## src/rtl/trace_uart_if.sv

```systemverilog
// Trace capture and UART byte-stream signals between the core-side debug path and uart_tx.
// Handshake: a byte moves on every sys_clk edge where tx_data_valid and tx_data_ready are both 1; while
// valid is high and ready is low, tx_data is held stable; ready is ignored while valid is low.
interface trace_uart_if;
  logic        trace_valid;
  logic [31:0] trace_pc;
  logic [31:0] trace_instr;
  logic        tx_data_ready;
  logic [7:0]  tx_data;
  logic        tx_data_valid;

  modport master (
    input  trace_valid,
    input  trace_pc,
    input  trace_instr,
    input  tx_data_ready,
    output tx_data,
    output tx_data_valid
  );

  modport slave (
    output trace_valid,
    output trace_pc,
    output trace_instr,
    output tx_data_ready,
    input  tx_data,
    input  tx_data_valid
  );
endinterface

```

## src/rtl/trace_uart_formatter.sv

```systemverilog
// Buffers (PC, instruction) pairs in a small FIFO and streams each one to uart_tx as an
// ASCII line "PPPPPPPP IIIIIIII\r\n" over a valid/ready byte handshake.
module trace_uart_formatter #(
  parameter int DEPTH = 4,
  parameter int AW    = 2
) (
  input  logic          sys_clk,
  input  logic          sys_rst,
  trace_uart_if.master  bus,
  output logic [AW:0]   fifo_level,
  output logic [7:0]    drop_cnt,
  output logic          busy,
  output logic          fsm_state
);

  typedef enum logic {
    IDLE = 1'b0,
    SEND = 1'b1
  } state_t;

  localparam logic [AW:0] FULL_LVL = (AW+1)'(DEPTH);
  localparam logic [4:0]  LAST_IDX = 5'd18;

  state_t        state;
  logic [63:0]   mem [DEPTH];
  logic [AW-1:0] wr_ptr;
  logic [AW-1:0] rd_ptr;
  logic [63:0]   frame;
  logic [4:0]    idx;
  logic          pop;
  logic          push;
  logic          xfer;
  logic [63:0]   head;

  // Map a line position to its ASCII character for the given {pc, instr} frame.
  function automatic logic [7:0] char_at(input logic [63:0] f, input logic [4:0] i);
    logic [31:0] word;
    logic [31:0] shifted;
    logic [2:0]  k;
    logic [3:0]  nib;
    logic [7:0]  c;
    word    = f[63:32];
    k       = i[2:0];
    if (i > 5'd8) begin
      word = f[31:0];
      k    = i[2:0] - 3'd1;
    end
    shifted = word << {k, 2'b00};
    nib     = shifted[31:28];
    if (nib < 4'd10) c = 8'h30 + {4'h0, nib};
    else             c = 8'h37 + {4'h0, nib};
    case (i)
      5'd8:    char_at = 8'h20;
      5'd17:   char_at = 8'h0D;
      5'd18:   char_at = 8'h0A;
      default: char_at = c;
    endcase
  endfunction

  assign head = mem[rd_ptr];
  assign pop  = (state == IDLE) && (fifo_level != '0);
  // A full FIFO still accepts a strobe when the head leaves in the same cycle.
  assign push = bus.trace_valid && ((fifo_level != FULL_LVL) || pop);
  assign xfer = (state == SEND) && bus.tx_data_valid && bus.tx_data_ready;

  assign busy      = (state != IDLE) || (fifo_level != '0);
  assign fsm_state = state;

  // Storage is left unreset; occupancy is governed entirely by the pointers and level.
  always_ff @(posedge sys_clk) begin
    if (push) mem[wr_ptr] <= {bus.trace_pc, bus.trace_instr};
  end

  always_ff @(posedge sys_clk) begin
    if (sys_rst) begin
      wr_ptr     <= '0;
      rd_ptr     <= '0;
      fifo_level <= '0;
      drop_cnt   <= 8'h00;
    end else begin
      if (push) wr_ptr <= wr_ptr + 1'b1;
      if (pop)  rd_ptr <= rd_ptr + 1'b1;
      case ({push, pop})
        2'b10:   fifo_level <= fifo_level + 1'b1;
        2'b01:   fifo_level <= fifo_level - 1'b1;
        default: fifo_level <= fifo_level;
      endcase
      if (bus.trace_valid && !push && (drop_cnt != 8'hFF))
        drop_cnt <= drop_cnt + 8'h01;
    end
  end

  always_ff @(posedge sys_clk) begin
    if (sys_rst) begin
      state             <= IDLE;
      frame             <= '0;
      idx               <= '0;
      bus.tx_data       <= 8'h00;
      bus.tx_data_valid <= 1'b0;
    end else begin
      case (state)
        IDLE: begin
          bus.tx_data_valid <= 1'b0;
          if (pop) begin
            frame             <= head;
            idx               <= 5'd0;
            bus.tx_data       <= char_at(head, 5'd0);
            bus.tx_data_valid <= 1'b1;
            state             <= SEND;
          end
        end
        SEND: begin
          if (xfer) begin
            if (idx == LAST_IDX) begin
              bus.tx_data_valid <= 1'b0;
              bus.tx_data       <= 8'h00;
              state             <= IDLE;
            end else begin
              idx         <= idx + 5'd1;
              bus.tx_data <= char_at(frame, idx + 5'd1);
            end
          end
        end
        default: state <= IDLE;
      endcase
    end
  end

endmodule

```

## src/flat_wrapper.sv

```systemverilog
// flat-port wrapper written by rule: the top's interface ports become plain ports
module trace_uart_formatter_flat 
#(
  parameter int DEPTH = 4,
  parameter int AW    = 2
)
  (sys_clk, sys_rst, fifo_level, drop_cnt, busy, fsm_state, bus_trace_valid, bus_trace_pc, bus_trace_instr, bus_tx_data_ready, bus_tx_data, bus_tx_data_valid);
  trace_uart_if bus_i ();
  input  logic sys_clk;
  input  logic sys_rst;
  output logic [AW:0] fifo_level;
  output logic [7:0] drop_cnt;
  output logic busy;
  output logic fsm_state;
  input wire logic [$bits(bus_i.trace_valid)-1:0] bus_trace_valid;
  input wire logic [$bits(bus_i.trace_pc)-1:0] bus_trace_pc;
  input wire logic [$bits(bus_i.trace_instr)-1:0] bus_trace_instr;
  input wire logic [$bits(bus_i.tx_data_ready)-1:0] bus_tx_data_ready;
  output wire logic [$bits(bus_i.tx_data)-1:0] bus_tx_data;
  output wire logic [$bits(bus_i.tx_data_valid)-1:0] bus_tx_data_valid;
  assign bus_i.trace_valid = bus_trace_valid;
  assign bus_i.trace_pc = bus_trace_pc;
  assign bus_i.trace_instr = bus_trace_instr;
  assign bus_i.tx_data_ready = bus_tx_data_ready;
  assign bus_tx_data = bus_i.tx_data;
  assign bus_tx_data_valid = bus_i.tx_data_valid;
  trace_uart_formatter #(.DEPTH(DEPTH), .AW(AW)) u_core (.sys_clk(sys_clk), .sys_rst(sys_rst), .bus(bus_i), .fifo_level(fifo_level), .drop_cnt(drop_cnt), .busy(busy), .fsm_state(fsm_state));
endmodule
```

## config.mk

```make
export PLATFORM = sky130hd
export DESIGN_NAME = trace_uart_formatter_flat
export DESIGN_NICKNAME = d
export VERILOG_FILES = /design/src/rtl/trace_uart_if.sv /design/src/rtl/trace_uart_formatter.sv /design/src/flat_wrapper.sv
export SDC_FILE = /design/constraint.sdc
export NUM_CORES = 1
export LEC_CHECK = 0
export CORE_MARGIN = 5
export CORE_UTILIZATION = 40
export DETAILED_ROUTE_END_ITERATION = 10
export HOLD_SLACK_MARGIN = 0.15
export PLACE_DENSITY_LB_ADDON = 0.08
export SETUP_SLACK_MARGIN = 0.1
export SYNTH_ARGS = -nofsm -noshare
export SYNTH_HDL_FRONTEND = slang
export SYNTH_SLANG_ARGS = --single-unit
```

## constraint.sdc

```tcl
create_clock -name sys_clk -period 4.5 [get_ports sys_clk]
set_input_delay 0.9 -clock sys_clk [delete_from_list [all_inputs] [get_ports sys_clk]]
set_output_delay 0.9 -clock sys_clk [all_outputs]
set_load 0.03 [all_outputs]
```

## After elaboration in Yosys (flattened, before gate mapping)

Memories as Yosys holds them, arrays and structs flattened. A register that Yosys moved wholly into a read port is not among the register bits.
Index checks and enable logic that the tools add are counted.

- Register bits: 94
- Bits in writable memories: 256
- Input port bits: 68
- Output and inout bits: 22
- Word-level logic and storage cells: 86
- Memories: 1

Memories:

| memory | words | width | rd ports | clocked after Yosys merged registers in | wr ports | line | source |
|---|---|---|---|---|---|---|---|
| u_core.mem | 4 | 64 | 1 | 1 | 1 | trace_uart_formatter.sv:25 | `logic [63:0] mem [DEPTH];` |

- Add/sub/neg operators: 11
- $lt $le $gt $ge: 3
- Equal/unequal tests: 12
- Shift operators: 1
- Multiplexer cells: 33
- Bitwise gates (word level): 1
- Reductions and logical operators: 15

Operators with widths:

| operator | number |
|---|---|
| 32-bit 2-to-1 mux | 5 |
| 8-bit 2-to-1 mux | 5 |
| 32-bit by 5-bit << shifter with 32-bit output | 1 |
| 6-bit by 4-bit adder with 7-bit output, first input constant | 4 |
| 8-bit case mux with 3 select lines | 1 |
| 8-bit case mux with 2 select lines | 1 |
| 5-bit == test, second input constant | 3 |
| 3-bit 2-to-1 mux | 5 |
| 5-bit 2-to-1 mux | 3 |
| 5-bit case mux with 2 select lines | 1 |
| 8-bit by 1-bit adder with 8-bit output, second input constant | 1 |
| 4-bit < comparator, second input constant | 2 |
| 8-bit != test, second input constant | 1 |
| 1-bit 2-to-1 mux | 7 |
| 1-bit logical AND | 6 |
| 2-bit != test, second input constant | 3 |
| 3-bit case mux with 2 select lines | 1 |
| 2-bit AND reduction | 3 |
| 3-bit by 1-bit subtractor with 3-bit output, second input constant | 2 |
| 5-bit by 1-bit adder with 5-bit output, second input constant | 1 |
| 5-bit by 4-bit == test with 1-bit output, second input constant | 1 |
| 5-bit by 4-bit > comparator with 1-bit output, second input constant | 1 |
| 2-bit by 1-bit adder with 2-bit output, second input constant | 2 |
| 2-bit 2-to-1 mux | 2 |
| 12 further kinds | 14 |

## Longest topological paths before layout

- Depth after elaboration: 14
- Depth in mapped cells: 15
- Gate-level depth less buffers: 13

## Least setup slack after synthesis

No wires, ideal clock.

- Path kind: reg2reg
- From: register u_core.idx[0]
- To: register u_core.bus.tx_data[2]
- Library setup time: 133 ps
- Arrival: 3,202 ps
- Data required time: 4,367 ps
- Slack: 1,166 ps
- Cell stages (with the launch flop): 15
- Path buffers: 3
- Period minus slack after synthesis: 3,334 ps
- Cells stage by stage: dfxtp_1 -> buf_1 -> inv_1 -> buf_1 -> ha_1 -> clkbuf_1 -> xnor2_2 -> or3_1 -> o311a_1 -> inv_1 -> ha_1 -> nand2_1 -> and2_1 -> o31ai_1 -> a211oi_2

- Cells in the longest elaborated chain, start to end: 14
- Elaborated cells on any way between the ends: 26
- Those cells by class: add/sub (4); order compare (2); eq/ne (4); shift (1); mux (15)

RTL lines:

| item | line | source |
|---|---|---|
| from (decl) | trace_uart_formatter.sv:29 | `logic [4:0] idx;` |
| from (signal assigned) | trace_uart_formatter.sv:119 | `idx <= idx + 5'd1;` |
| 5-bit by 1-bit adder with 5-bit output | trace_uart_formatter.sv:120 | `bus.tx_data <= char_at(frame, idx + 5'd1);` |
| 5-bit by 4-bit > comparator with 1-bit output or 3-bit by 1-bit subtractor with 3-bit output (tied branches) | trace_uart_formatter.sv:44, trace_uart_formatter.sv:46 |  |
| 32-bit 2-to-1 mux or 3-bit 2-to-1 mux (tied branches) | trace_uart_formatter.sv:44 | `if (i > 5'd8) begin` |
| 32-bit 2-to-1 mux or 3-bit 2-to-1 mux (tied branches) | trace_uart_formatter.sv:114 | `if (idx == LAST_IDX) begin` |
| 32-bit 2-to-1 mux or 3-bit 2-to-1 mux (tied branches) | trace_uart_formatter.sv:113 | `if (xfer) begin` |
| 32-bit 2-to-1 mux or 3-bit 2-to-1 mux (tied branches) | trace_uart_formatter.sv:101 | `case (state)` |
| 32-bit 2-to-1 mux or 3-bit 2-to-1 mux (tied branches) | trace_uart_formatter.sv:94 | `if (sys_rst) begin` |
| 32-bit by 5-bit << shifter with 32-bit output | trace_uart_formatter.sv:48 | `shifted = word << {k, 2'b00};` |
| 6-bit by 4-bit adder with 7-bit output, or another cell as far along | trace_uart_formatter.sv:51 | `else c = 8'h37 + {4'h0, nib};` |
| 8-bit 2-to-1 mux | trace_uart_formatter.sv:50 | `if (nib < 4'd10) c = 8'h30 + {4'h0, nib};` |
| 8-bit case mux with 3 select lines | trace_uart_formatter.sv:52 | `case (i)` |
| 8-bit 2-to-1 mux (*) | trace_uart_formatter.sv:114 |  |
| 8-bit 2-to-1 mux (*) | trace_uart_formatter.sv:113 |  |
| 8-bit case mux with 2 select lines (*) | trace_uart_formatter.sv:101 |  |
| to (signal assigned) | trace_uart_formatter.sv:107 | `bus.tx_data <= char_at(head, 5'd0);` |
| to (signal assigned) | trace_uart_formatter.sv:120 |  |
| to (decl) | trace_uart_if.sv:17 | `output tx_data,` |

Every way passes the cells marked *; elsewhere a longest branch is shown, timed or not. The select of a mux whose other input is x is not followed.
A chain may end at the register's enable or synchronous reset.

## Final worst setup path

- From: register u_core.idx[1]
- To: register u_core.bus.tx_data[2]

The elaborated chain is that of the path after synthesis.

==> run_results.csv <==
group,metric,value,unit
route,final_antenna_net_count,0,
synth,async_flop_share,0,
setup_path,cp.buffers_inverters,1,
setup_path,ff2ff_path_depth,13,
clock_tree,ctsHoldBuffers,0,
floorplan,rows,68,
synth,synth-adder-area-share,0.0122,
global_routing,grt_pass1_vias,8024,
synth,ys_ff_latch,351,
floorplan,io_pins,90,
timing,fin_crit_sh,0.830,
floorplan,core,34500,µm²
place,dp_hpwl,19500,µm
setup_path,worst_r2r_startpoint,"u_core.idx[1]",
synth,synth.top_cell.area_share,0.551,
layout,layout_commonest_cell,"edfxtp_1",
clock_tree,clock_latency,0.52,ns
route,routed_wl,30300,µm
pwr,clkPwrFrac,0.290,
synth,synth_top_family_by_area,"multiplexers",
layout,final_nets,1098,
synth,synth_xor_area_frac,0.0106,
layout,diodes,0,
pwr,ir_worst_vdd,0.336,mV
clock_tree,cts_buffers,38,
setup_path,worst_path_max_delay_cell,"ha_1",
setup_path,worst_setup_path_end_kind,"flop",
synth,muxShareOfSynthArea,0.127,
pwr,sw_frac_of_total,0.314,
layout,drive_gt1_frac,0.155,
place,routabilityCongestion,0.841,
min_path,hp-start,"u_core.frame[63]",
setup_path,crit_fanout,17,
setup_path,critPathMaxStageDelay,0.50,ns
route,drc,0,
floorplan,die_y,197,µm
setup_path,path_class,"reg -> reg",
global_routing,grt_max_degree,96,
clock_tree,ctsRootBufferMaster,"clkbuf_16",
synth,synth_compound_area_frac,0.0619,
timing,period_minus_slack,3.73,ns
synth,yosys.area_share.simple,0.0785,
setup_path,cp_top_family,"compound AO/OA/AOI/OAI gates",
synth,syn_inst,928,
pwr,pwr-share-seq,0.440,
route,dr_total_vias,7843,
route,routedWlPerCell,20.2,µm
timing,worst_pin_slew,1.04,ns
setup_path,setup.worst_path.start_class,"flop",
synth,yosys_warnings,0,
synth,syn_area_per_cell,15.0,µm²
pwr,p_leak,5.42,nW
timing,setup_viol,0,
global_routing,grt_pass1_wl,47600,µm
setup_path,crit_required,4.85,ns
min_path,hp-class,"reg -> reg",
clock_tree,htreeDepth,2,
synth,synth_edf_count,256,
global_routing,grtUsageTotal,0.157,
clock_tree,cts_setup_buffers,0,
timing,slew_headroom,0.309,
layout,fillers,3023,
place,port_buffers,88,
min_path,hold_path_end,"u_core.frame[63]",
clock_tree,cts.sinks,351,
setup_path,worst_path_most_repeated_cell,"ha_1",
synth,yosysSeqAreaShare,0.687,
timing,clock_skew,0.0119,ns
pwr,power.density,594,nW/µm²
status,status,"finished, final reports clean",
pwr,p_int,6.72,mW
clock_tree,cts-resized-gates,0,
synth,synth_top_flop_cell,"edfxtp_1",
setup_path,rrSetupSlack,0.77,ns
timing,rsz0062_at_grt,"false",
route,drt-pass1-iter-count,5,
min_path,hold_depth,2,
layout,final_cell_mix,"256 x edfxtp_1, 152 x nand2_1, 93 x dfxtp_1",
setup_path,rr_endpoint,"u_core.bus.tx_data[2]",
floorplan,fp.dieW,197,µm
synth,synth_cell_types,64,
pwr,p_total,9.79,mW
clock_tree,path_clk_slew,0.06,ns
layout,area_growth,18.1,%
timing,fmax,268,MHz
global_routing,grt-ovfl-total,0,
synth,synth.area.top_cells,"edfxtp_1 55%, dfxtp_1 14%, mux4_2 12%",
setup_path,cp.arrival,4.09,ns
synth,synth_fp_nets,1009,
synth,synth_area,14000,µm²
floorplan,initial_core_util,0.405,
floorplan,dieArea,38700,µm²
timing,hold_violations,0,
timing,slew_viol_final,0,
clock_tree,cts.path.max_buffers,3,
clock_tree,cts_tree,"done",
global_routing,antenna_found_initial,0,
pwr,p_switching,3.07,mW
setup_path,crit_chain,"ha_1 -> nor4b_1 -> a41oi_2 -> nand2_4 -> mux4_2 -> or3_1 -> o311a_1 -> inv_1 -> ha_1 -> nand2_1 -> and2_1 -> o31ai_1 -> a211oi_2",
route,drtIter0Drc,428,
synth,yosysTopAreaCell,"edfxtp_1",
flow_run,drv_cap,0,
route,via_per_inst,5.23,
pwr,pwr-share-comb,0.270,
timing,final.setup.tns,0,ns
## flip-flops by register name, summed over array words and instances, names as in the netlist, named ones only
signal,cells
u_core.bus.tx_data_valid,1
u_core.wr_ptr,2
u_core.rd_ptr,2
u_core.idx,5
u_core.fsm_state,1
u_core.mem,256
u_core.drop_cnt,8
u_core.frame,64
u_core.fifo_level,3
u_core.bus.tx_data,7
## worst register-to-register path: stages (launching register included)
cell      delay (ns)
dfxtp_1         0.48
ha_1            0.50
nor4b_1         0.14
a41oi_2         0.46
nand2_4         0.25
mux4_2          0.33
or3_1           0.32
o311a_1         0.19
inv_1           0.11
ha_1            0.16
nand2_1         0.07
and2_1          0.16
o31ai_1         0.28
a211oi_2        0.11
## cell families (layout without fill, tap and decap cells)
kind of cell / count (synthesis) / after routing
other: 1 / 1
and+or+nand+nor: 254 / 254
xor gates and xnor gates: 16 / 16
muxes: 83 / 83
adders and majority gates: 13 / 13
buffers and inverters: 73 / 191
AOI/OAI and AO/OA: 137 / 137
DFF: 351 / 351
## layer usage
layer  share of wire  global-route usage  vias to the layer above  routed length, µm
li1                -                   -                     3697                  -
met1            0.46               0.222                     3946              14000
met2            0.47               0.251                      150              14400
met3           0.040              0.0279                       50               1200
met4           0.023              0.0455                        0                711
met5               0                   0                        -                  0
## stage by stage
step,instances,area (µm²),hold WS [ns],utilization,worst slack [ns]
CTS,1501,16500,0.456,0.478,0.783
global route,1501,16500,0.472,0.478,0.456
finish,1501,16500,0.454,0.478,0.766
detailed placement,1432,15300,0.448,0.445,0.840
floorplan,928,14000,0.432,-,1.17
global placement,1432,15300,0.445,0.445,0.849
## power groups by stage
| stage | sequential [mW] | combinational [mW] | clock, mW |
|---|---|---|---|
| 3_3_place_gp | 4.39 | 2.70 | 0 |
| 6_report | 4.31 | 2.64 | 2.84 |
| 2_1_floorplan | 4.26 | 1.89 | 0 |
| 5_1_grt | 4.37 | 2.93 | 3.07 |
| 3_5_place_dp | 4.39 | 2.70 | 0 |
| 4_1_cts | 4.33 | 2.71 | 2.92 |
## synth_stat cells, drive strengths merged, types with 2 or more instances
cell type  number
mux2i           6
clkbuf         37
o21ai          16
mux2            2
nand2         153
nor4            3
nor2           46
a221oi          2
nand2b          3
a31o            4
nand3b          2
a31oi           4
xnor2          11
nand4           2
edfxtp        256
nor3            8
nand3          13
xor2            5
buf            18
inv            18
a211oi          4
and3            8
a21oi          79
ha             12
nand4b          2
dfxtp          95
mux4           75
nor4b           3
a41oi           4
and2            6
a311oi          9
a21o            3
or3             3
## worst max-delay path by stage
stage                  start                    end  slack, ns  cells after the start
2_1_floorplan  u_core.idx[0]  u_core.bus.tx_data[2]       1.17                     14
3_3_place_gp   u_core.idx[1]  u_core.bus.tx_data[2]       0.85                     10
5_1_grt        u_core.idx[1]  u_core.bus.tx_data[2]       0.46                     13
3_5_place_dp   u_core.idx[1]  u_core.bus.tx_data[2]       0.84                     13
6_report       u_core.idx[1]  u_core.bus.tx_data[2]       0.77                     13
4_1_cts        u_core.idx[1]  u_core.bus.tx_data[2]       0.78                     13
## cell type report
cell class	instances	area, µm²	area share
Clock inverter	15	90.1	0.00547
Sequential cell	351	9590	0.582
Timing Repair Buffer	104	1040	0.0629
Tap cell	455	569	0.0346
Multi-Input combinational cell	504	4070	0.247
Clock buffer	54	1050	0.0635
Inverter	18	67.6	0.00410
(Power assumes the default switching activity.)
